`config.mk`:
```
export PLATFORM = sky130hd
export DESIGN_NAME = tff_bank_sequencer
export DESIGN_NICKNAME = d
export VERILOG_FILES = /design/src/rtl/tff_bank_sequencer.sv
export SDC_FILE = /design/constraint.sdc
export NUM_CORES = 1
export LEC_CHECK = 0
export ABC_CLOCK_PERIOD_IN_PS = 2170
export CAP_MARGIN = 10
export CELL_PAD_IN_SITES_DETAIL_PLACEMENT = 0
export CELL_PAD_IN_SITES_GLOBAL_PLACEMENT = 2
export CORE_ASPECT_RATIO = 1.1
export CORE_MARGIN = 1.5
export CORE_UTILIZATION = 27
export CTS_BUF_LIST = sky130_fd_sc_hd__clkbuf_16
export DETAILED_ROUTE_END_ITERATION = 7
export PLACE_DENSITY = 0.84
export SYNTH_ARGS = -nofsm -noshare
export SYNTH_HDL_FRONTEND = slang
export SYNTH_SLANG_ARGS = --single-unit
```
`constraint.sdc`:
```
create_clock -name clk -period 2.17 [get_ports clk]
set_clock_uncertainty 0.05 [all_clocks]
set_input_delay 0.217 -clock clk [delete_from_list [all_inputs] [get_ports clk]]
set_output_delay 0.217 -clock clk [all_outputs]
set_load 0.005 [all_outputs]
```
`src/rtl/tff_bank_sequencer.sv`:
```
// Command-driven sequencer for a bank of toggle flip-flops: clear, preset,
// single step or N-step runs up/down, with per-bit toggle enables exposed.
module tff_bank_sequencer #(
    parameter int WIDTH = 4,
    parameter int LEN_W = 8
) (
    input  logic             clk,
    input  logic             reset,
    input  logic             cmd_valid,
    output logic             cmd_ready,
    input  logic [1:0]       cmd_op,
    input  logic             cmd_dir,
    input  logic [LEN_W-1:0] cmd_len,
    input  logic             hold,
    output logic [WIDTH-1:0] t_vec,
    output logic [WIDTH-1:0] q,
    output logic             busy,
    output logic             done,
    output logic             wrap
);

    typedef enum logic [1:0] {
        IDLE,
        RUN,
        DONE
    } state_t;

    localparam logic [1:0] OP_RUN    = 2'b00;
    localparam logic [1:0] OP_CLEAR  = 2'b01;
    localparam logic [1:0] OP_PRESET = 2'b10;
    localparam logic [1:0] OP_STEP   = 2'b11;

    state_t             state_q, state_d;
    logic [WIDTH-1:0]   q_q, q_d;
    logic [LEN_W-1:0]   rem_q, rem_d;
    logic               dir_q, dir_d;
    logic               wrap_q, wrap_d;
    logic               step_en;
    logic               step_dir;
    logic               carry;

    always_comb begin
        state_d  = state_q;
        q_d      = q_q;
        rem_d    = rem_q;
        dir_d    = dir_q;
        wrap_d   = 1'b0;
        step_en  = 1'b0;
        step_dir = dir_q;
        t_vec    = '0;
        carry    = 1'b1;

        case (state_q)
            IDLE: begin
                if (cmd_valid) begin
                    dir_d = cmd_dir;
                    rem_d = cmd_len;
                    case (cmd_op)
                        OP_RUN: begin
                            if (cmd_len == '0) state_d = DONE;
                            else               state_d = RUN;
                        end
                        OP_CLEAR: begin
                            q_d     = '0;
                            state_d = DONE;
                        end
                        OP_PRESET: begin
                            q_d     = '1;
                            state_d = DONE;
                        end
                        OP_STEP: begin
                            step_en  = 1'b1;
                            step_dir = cmd_dir;
                            state_d  = DONE;
                        end
                        default: state_d = IDLE;
                    endcase
                end
            end
            RUN: begin
                if (!hold) begin
                    step_en = 1'b1;
                    rem_d   = rem_q - LEN_W'(1);
                    if (rem_q == LEN_W'(1)) state_d = DONE;
                end
            end
            DONE:    state_d = IDLE;
            default: state_d = IDLE;
        endcase

        // Ripple the "all lower bits ones (up) / zeros (down)" term; the final
        // carry out means the step rolls over the whole bank.
        if (step_en && !reset) begin
            for (int i = 0; i < WIDTH; i++) begin
                t_vec[i] = carry;
                carry    = carry & (step_dir ? ~q_q[i] : q_q[i]);
            end
            q_d    = q_q ^ t_vec;
            wrap_d = carry;
        end
    end

    always_ff @(posedge clk) begin
        if (reset) begin
            state_q <= IDLE;
            q_q     <= '0;
            rem_q   <= '0;
            dir_q   <= 1'b0;
            wrap_q  <= 1'b0;
        end else begin
            state_q <= state_d;
            q_q     <= q_d;
            rem_q   <= rem_d;
            dir_q   <= dir_d;
            wrap_q  <= wrap_d;
        end
    end

    assign cmd_ready = (state_q == IDLE);
    assign busy      = (state_q != IDLE);
    assign done      = (state_q == DONE);
    assign wrap      = wrap_q;
    assign q         = q_q;

endmodule

```
Yosys cells after proc, flatten, opt, wreduce, memory -nomap -nowiden. Index checks and enable logic that the tools add are counted. Widths: inputs -> output; s select.

$mul: 0. Eq/ne operators: 9. Reductions and logical operators: 16. Shifts and indexed selects: 0. Div/mod/pow operators: 0. Order comparisons: 0. $add $sub $neg: 1. Mux-type cells: 25. Bitwise gates (word level): 9.

Operators by type and width (count): $mux 4 (4); $mux 8 (2); $pmux 8 s2 (1); $mux 1 (10); $reduce_and 3->1 (3); $eq 8x1->1 const B (1); $logic_not 8->1 (1); $mux 2 (4); $pmux 2 s2 (2); $pmux 4 s2 (1); $reduce_bool 2->1 (4); $sub 8x1->8 const B (1); $eq 2x2->1 const B (3); $ne 2x2->1 const B (3); $not 1->1 (5); $eq 2x1->1 const B (2); $logic_not 2->1 (2); $xor 4x4->4 (1); $and 1x1->1 (3); $reduce_bool 3->1 (1); $reduce_or 3->1 (1); $pmux 1 s2 (1); $reduce_and 2->1 (1); $reduce_or 2->1 (1); 2 further kinds (2).

Register bits after elaboration: 16. Bits in writable memories: 0. Logic and storage cells: 65. Output and inout port bits: 12. Memories: 0. Bits in latches: 0. Memory bits (read-only): 0.

Depth between registers and ports, before layout. Gate-level depths: netlist of the first run.

Depth in word-level cells: 9. Gate-level depth with buffers: 7.

Least setup slack after synthesis of the first run. Ideal clock, no wire load.

Path kind: register to register. Start point: reg state_q[1]. End point: reg q_q[1] (netlist: q[1]). Setup time: 0.134 ns. Arrival: 1.782 ns. Stages on the path, launching flop included: 7. Data required time: 1.986 ns. Clock period less this slack: 1.966 ns. Buffers on the path: 1. Slack: 0.204 ns. Cell sequence: dfxtp_1 > buf_6 > and4bb_4 > mux2i_4 > xor2_2 > and4b_1 > or4_1.

Word-level cells in the longest chain between the ends: 5. Elaborated cells between the ends (all ways): 12. Those cells by class: eq/ne: 1; mux: 4; bitwise: 1; reduce/logical: 6.

RTL lines: start: declaration (line 33) `state_t state_q, state_d;`; start signal: assignment (line 111) `state_q <= state_d;`; $eq 2x1->1 / $logic_not 2->1 (equally long branches) (line 53) `case (state_q)`; $pmux 1 s2 / $mux 1 (equally long branches) (line 53); $logic_and 1x1->1 / $mux 1 (equally long branches) (line 93, 96); $reduce_bool 3->1 (no line) (tied with other cells); $reduce_and 3->1 (no line) / $mux 4 (equally long branches); end signal: assignment (line 112) `q_q <= q_d;`; end: declaration (line 34) `logic [WIDTH-1:0] q_q, q_d;`.

Parallel ways exist; a longest one is shown, timed or not. A chain may end at the register's enable or synchronous reset.

Final worst setup path of the first run.
Start point: reg state_q[0]. End point: out t_vec[2].

Word-level cells in the longest chain between the ends: 5. Elaborated cells between the ends (all ways): 9. Those cells by class: eq/ne: 1; mux: 5; bitwise: 1; reduce/logical: 2.

RTL lines: $logic_not 2->1 (line 53); $mux 1 (line 53); $mux 1 (line 96) `carry = carry & (step_dir ? ~q_q[i] : q_q[i]);`; $and 1x1->1 (line 96); $mux 4 * (line 93) `if (step_en && !reset) begin`; end: declaration (line 15) `output logic [WIDTH-1:0] t_vec,`.

Every way passes the cells marked *; elsewhere a longest branch is shown, timed or not.

==> results.toml, run 1 <==
[timing]
worstMarginPinSlew_ns = 0.370
slew_viol_final = 0
tns_ns = 0
finalHoldViolations = 0
finalCritPeriodShare_pct = 97.1
setup_viol = 0
min_period_ns = 2.11
max_freq_mhz = 475
holdWs_ns = 0.477
relSlewSlack_pct = 75.3
rsz0062_at_grt = "no"

[clock_network]
clkSinkCount = 16
clkSlewWorstSetupHoldPaths_ns = 0.05
postCtsHoldBufs = 0
root_buffer = "clkbuf_16"
cts_max_path_buffers = 2
clk_latency_ns = 0.24
h-tree-depth = 1
cts_made_buffers = 3
cts_tree = "yes"

[yosys]
synth-seq-cells = 16
yosys.area_share.simple_pct = 29.5
synth_cells = 140
yosysWarnings = 0
yosys.area_share.adder_pct = 5.77
synth_compound_area_share_pct = 24.0
syn_area_per_cell_sq_um = 7.75
synth_flop_cell = "dfxtp_1"
synthArstFlopShare_pct = 0
synth_edf_count = 0
syn_nets = 160
seq_area_frac_synth_pct = 29.5
synth_top_area_cell = "dfxtp_1"
synthTopCellsByArea = "dfxtp_1 30%, nor2_1 6.6%, ha_1 5.8%, a21oi_1 5.5%, a211oi_1 4.2%"
synth_xor_area_share_pct = 1.50
syn-cell-area_sq_mm = 0.00108
yosysTopAreaCellShare_pct = 29.5
synth_mux_area_share_pct = 4.84
ys_types = 43
synth_top_family_by_area = "simple AND/OR/NAND/NOR gates"

[worst_setup_path]
crit-reg2reg-capture = "q[1]"
r2r_cells = 6
worstSetupEndpointType = "output pin"
critPathLaunch = "state_q[0]"
criticalPathCategory = "reg -> out"
arrival_ns = 1.84
rr_startpoint = "state_q[0]"
worstPathRequired_ns = 1.90
cp-start-kind = "register"
crit_fanout = 3
cp-endpoint = "t_vec[2]"
r2r_slack_ns = 0.20

[power_and_ir_drop]
ir_worst_vdd_uv = 265
switching_share_pct = 27.9
p_comb_share_pct = 27.6
powerDensity_mw_per_mm2 = 595
clkPwrFrac_pct = 37.1
power_leakage_nw = 0.657
pwr-share-seq_pct = 35.3
switching_power_uw = 273
intPower_uw = 705

[place]
hpwlAfterDp_microns = 2310
port-buffer-count = 26
routabilityCongestion = 0.759

[route]
num_vias = 1209
vias_per_cell = 5.14
post_drt_wl_per_cell_microns = 13.4
drc = 0
finalWirelength_microns = 3150
first_pass_iters = 4
ant_nets = 0
drt_iter0_markers = 65

[die]
ios = 27
core_area_sq_mm = 0.00374
die-area_sq_mm = 0.00441
die_w_microns = 63.4
dieHeight_microns = 69.5
rows = 23
start_util_pct = 29.0

[min_path]
min_path_type = "reg -> reg"
holdPathStages = 2
min-delay-start = "rem_q[2]"

[final_layout]
syn2layout_area_growth_pct = 51.6
multi_input_area_sq_um = 742
regArea_sq_um = 322
final_layout_size_suffix_gt1_share_pct = 18.4
n_antenna_cell = 0
fillers = 398
final_nets = 206

[grt]
grt-ovfl-total = 0
grt_pass1_wl_microns = 5200
grt_usage_pct = 14.4
grt_pass1_vias = 1190
grt_max_degree = 18
antenna_found_initial = 0

[job]
max-cap-violations = 0

[run_status]
status = "completed"
==> final cells by class <==
cell class | count | share of cell area, %
Tap cell | 50 | 3.81
Clock buffer | 3 | 4.57
Inverter | 6 | 1.45
Sequential cell | 16 | 19.6
Multi-Input combinational cell | 112 | 45.1
Clock inverter | 1 | 0.228
Timing Repair Buffer | 47 | 25.3
==> state kept, by name, indices dropped and copies added, names as in the netlist <==
signal / count
dir_q: 1
state_q: 2
q: 4
rem_q: 8
wrap: 1
==> routing by layer <==
| metal | GRT usage, % | vias to the layer above | wire length [microns] |
|---|---|---|---|
| met3 | 3.08 | 2 | 94 |
| li1 | - | 603 | - |
| met2 | 27.7 | 19 | 1630 |
| met1 | 16.4 | 585 | 1420 |
| met4 | 1.45 | 0 | 11 |
| met5 | 0 | - | 0 |
==> repair_timing <==
item                                    4_1_cts  5_1_grt
endpoints found under the setup margin        5        2
resized for setup                            12        5
buffers inserted                              6        0
pin swaps                                     3        2
gates cloned                                  0        0
==> Yosys cell counts, drive strengths merged, types with 2 or more instances <==
library cell / instances
a211oi: 6
a21o: 2
a21oi: 12
a31oi: 4
buf: 2
clkbuf: 4
dfxtp: 16
ha: 5
inv: 5
mux2i: 4
nand2: 11
nand2b: 3
nand3: 6
nor2: 19
nor2b: 2
nor3: 4
nor4: 3
o21ai: 7
o31ai: 2
or3: 2
==> cells by family after synthesis <==
kind of cell | after synthesis
xor+xnor | 1
simple gates | 61
compound gates | 41
mux | 4
buf+inv | 12
fa+ha+maj | 5
flops | 16
==> worst min-delay path by stage <==
stage                    end  slack [ns]
global placement    rem_q[2]        0.45
floorplan              dir_q        0.31
global route        rem_q[1]        0.51
finish              rem_q[2]        0.48
CTS                 rem_q[1]        0.47
detailed placement  rem_q[1]        0.46
==> worst max-delay path: stages (launching register included) <==
cell,delay [ns]
dfxtp_2,0.32
and4bb_4,0.34
mux2i_4,0.25
buf_4,0.15
mux2i_2,0.22
nor2_1,0.05
dlygate4sd2_1,0.26
==> stage by stage <==
stage / power [mW] / util (%) / cell area (sq um) / worst slack, ns / cells
6_report: 0.978 / 43.9 / 1640 / 0.0635 / 235
5_1_grt: 1.04 / 43.9 / 1640 / 0.000773 / 235
4_1_cts: 0.984 / 43.5 / 1630 / 0.0585 / 235
3_5_place_dp: 0.597 / 39.8 / 1490 / -0.338 / 225
3_3_place_gp: 0.593 / 39.8 / 1490 / -0.301 / 225
2_1_floorplan: 0.484 / - / 1080 / 0.204 / 140
==> power by group through the flow <==
stage | logic (mW) | registers [mW] | clock network (mW)
floorplan | 0.139 | 0.344 | 0
global placement | 0.243 | 0.349 | 0
detailed placement | 0.247 | 0.350 | 0
CTS | 0.265 | 0.344 | 0.375
global route | 0.297 | 0.349 | 0.393
finish | 0.270 | 0.345 | 0.363
==> layout by cell type (no fill, tap or decap), types with 2 or more instances in the layout <==
master / netlist / final
mux2i_4: 1 / 2
clkbuf_16: 0 / 3
dfxtp_1: 16 / 15
o21ai_0: 7 / 7
a211oi_1: 6 / 6
a31oi_1: 4 / 4
nor3_1: 4 / 4
a21oi_1: 12 / 12
nor2_1: 19 / 18
or3_1: 2 / 2
a21o_1: 2 / 2
ha_1: 5 / 4
nor4_1: 3 / 3
buf_4: 0 / 20
nand2b_1: 3 / 3
o31ai_1: 2 / 2
nor2b_1: 2 / 2
nand2_1: 11 / 11
dlygate4sd2_1: 0 / 5
inv_1: 5 / 5
clkdlybuf4s50_1: 0 / 20
nand3_1: 6 / 6
Note: power is estimated with default switching activity, not from simulation.
==> run 2: changes to the inputs <==
--- a/config.mk
+++ b/config.mk
@@ -14,6 +14,8 @@
 export CORE_UTILIZATION = 27
 export CTS_BUF_LIST = sky130_fd_sc_hd__clkbuf_16
 export DETAILED_ROUTE_END_ITERATION = 7
+export GPL_ROUTABILITY_DRIVEN = 0
+export HOLD_SLACK_MARGIN = 0.06
 export PLACE_DENSITY = 0.84
 export SYNTH_ARGS = -nofsm -noshare
 export SYNTH_HDL_FRONTEND = slang
==> constraint.sdc (replaced) <==
create_clock -name clk -period 2.17 [get_ports clk]
set_clock_uncertainty 0.05 [all_clocks]
set_input_delay 0.434 -clock clk [delete_from_list [all_inputs] [get_ports clk]]
set_output_delay 0.434 -clock clk [all_outputs]
set_load 0.005 [all_outputs]
==> run 2 against run 1 <==
The run now ends with setup timing left. Non-clock buffer count rose by 4. Wire length rose by 2.0%. Sequential share of layout area fell by 0.39 points.
==> results.toml, run 2 (synthesis results as in run 1) <==
[timing]
finalCritPeriodShare_pct = 101
tns_ns = -0.0273
worstMarginPinSlew_ns = 0.409
setup_viol = 1
finalWorstSetupSlack_ns = -0.0273
rsz0062_at_grt = "yes"
max_freq_mhz = 455
min_period_ns = 2.20
finalHoldViolations = 0
slew_viol_final = 0
relSlewSlack_pct = 72.7

[worst_setup_path]
arrival_ns = 1.71
criticalPathCategory = "reg -> out"
worstPathRequired_ns = 1.69
path_common_cell = "mux2i_4"
r2r_cells = 7
crit_fanout = 3
max_stage_delay_ns = 0.35
cp_cell_sequence = "and4bb_4, mux2i_4, buf_6, mux2i_4, nor2_1, buf_2"
rr_startpoint = "state_q[0]"
r2r_slack_ns = 0.11
crit-reg2reg-capture = "q[1]"
cp-start-kind = "register"
slowest_stage = "and4bb_4"
worstSetupEndpointType = "output pin"

[grt]
antenna_found_initial = 0
grt_pass1_wl_microns = 5510
grt-ovfl-total = 0
grt_usage_pct = 15.2
grt_max_degree = 18
grt_pass1_vias = 1236

[route]
post_drt_wl_per_cell_microns = 13.4
drt_iter0_markers = 68
ant_nets = 0
first_pass_iters = 4
finalWirelength_microns = 3210
drc = 0
vias_per_cell = 5.20
num_vias = 1242

[min_path]
min-delay-start = "rem_q[2]"
min_path_type = "reg -> reg"
whs_endpoint = "rem_q[2]"
holdPathStages = 2

[place]
port-buffer-count = 26
dpl_cell_area_sq_mm = 0.00151
place_ws_ns = -0.784
hpwlAfterDp_microns = 2350

[power_and_ir_drop]
p_comb_share_pct = 28.5
intPower_uw = 716
ir_worst_vdd_uv = 210
powerDensity_mw_per_mm2 = 595
clkPwrFrac_pct = 36.9
power_leakage_nw = 0.687
p_total_uw = 998
switching_share_pct = 28.2
pwr-share-seq_pct = 34.5
switching_power_uw = 282

[clock_network]
h-tree-depth = 1
clk_latency_ns = 0.25
root_buffer = "clkbuf_16"
clkSlewWorstSetupHoldPaths_ns = 0.05
cts_made_buffers = 3
postCtsHoldBufs = 0
cts_tree = "yes"
cts_max_path_buffers = 2
clkSinkCount = 16

[final_layout]
n_antenna_cell = 0
final_layout_size_suffix_gt1_share_pct = 22.2
final_cell_area_sq_mm = 0.00168
layout_commonest_cell = "buf_4"
final_cell_mix = "22 x buf_4, 19 x nor2_1, 18 x clkdlybuf4s50_1"
syn2layout_area_growth_pct = 54.7
final_nets = 210
fillers = 396
largest_register_ffs = 8
largest-register = "rem_q"

[die]
ios = 27
die-area_sq_mm = 0.00441
core_area_sq_mm = 0.00374
start_util_pct = 29.0
dieHeight_microns = 69.5
rows = 23
die_w_microns = 63.4

[run_status]
status = "complete, but fails checks"
violations = "setup timing"

[job]
max-cap-violations = 0
run 2: final cells by class:
class | instances | area, sq um | area share [%]
multi-input cells | 112 | 753 | 44.9
repair buffers | 51 | 439 | 26.2
flip-flops and latches | 16 | 322 | 19.2
clock buffers | 3 | 75.1 | 4.47
well taps | 50 | 62.6 | 3.73
inverters | 6 | 22.5 | 1.34
clock inverters | 1 | 3.75 | 0.224
run 2: worst max path at each step:
stage                     from        to  cells after the start
floorplan            cmd_op[0]      q[1]                      6
global placement     cmd_op[0]  t_vec[3]                      7
detailed placement   cmd_op[0]  t_vec[3]                      7
CTS                 state_q[1]  t_vec[3]                      6
global route        state_q[0]  t_vec[3]                      6
finish              state_q[0]  t_vec[3]                      6
run 2: power groups by stage:
stage,clock (mW),sequential [mW],combinational [mW]
2_1_floorplan,0,0.344,0.139
3_3_place_gp,0,0.349,0.252
3_5_place_dp,0,0.349,0.256
4_1_cts,0.373,0.344,0.276
5_1_grt,0.387,0.349,0.316
6_report,0.368,0.345,0.285
run 2: timing repair:
action / CTS / global route
pin swaps: 5 / 3
setup buffers: 6 / 3
gates resized for setup: 37 / 2
endpoints found under the setup margin: 6 / 3
run 2: metal layers:
metal / wire, microns / GRT usage, % / vias up
li1: - / - / 616
met5: 0 / 0 / -
met1: 1360 / 16.6 / 590
met3: 136 / 2.76 / 4
met4: 36 / 4.11 / 0
met2: 1680 / 29.2 / 32
run 2: stage by stage:
step,hold slack [ns],util [%],instances
floorplan,0.421,-,140
global placement,0.453,40.2,227
detailed placement,0.472,40.2,227
CTS,0.480,44.1,236
global route,0.511,44.8,239
finish,0.475,44.8,239
run 2: worst max-delay path, delay by kind of cell (launching register included):
kind          cells  cell delay, ns
flops             1            0.31
buf+inv           2            0.26
mux               2            0.49
simple gates      2            0.40
==> run 3: changes to the inputs <==
--- a/config.mk
+++ b/config.mk
@@ -17,6 +17,7 @@
 export GPL_ROUTABILITY_DRIVEN = 0
 export HOLD_SLACK_MARGIN = 0.06
 export PLACE_DENSITY = 0.84
+export SLEW_MARGIN = 0
 export SYNTH_ARGS = -nofsm -noshare
 export SYNTH_HDL_FRONTEND = slang
 export SYNTH_SLANG_ARGS = --single-unit
==> constraint.sdc (replaced) <==
create_clock -name clk -period 2.17 [get_ports clk]
set_clock_uncertainty 0.05 [all_clocks]
set_input_delay 0.217 -clock clk [delete_from_list [all_inputs] [get_ports clk]]
set_output_delay 0.217 -clock clk [all_outputs]
set_load 0.005 [all_outputs]
==> results of run 3 <==
Final layout, timing and power as in run 1 (identical DEF).
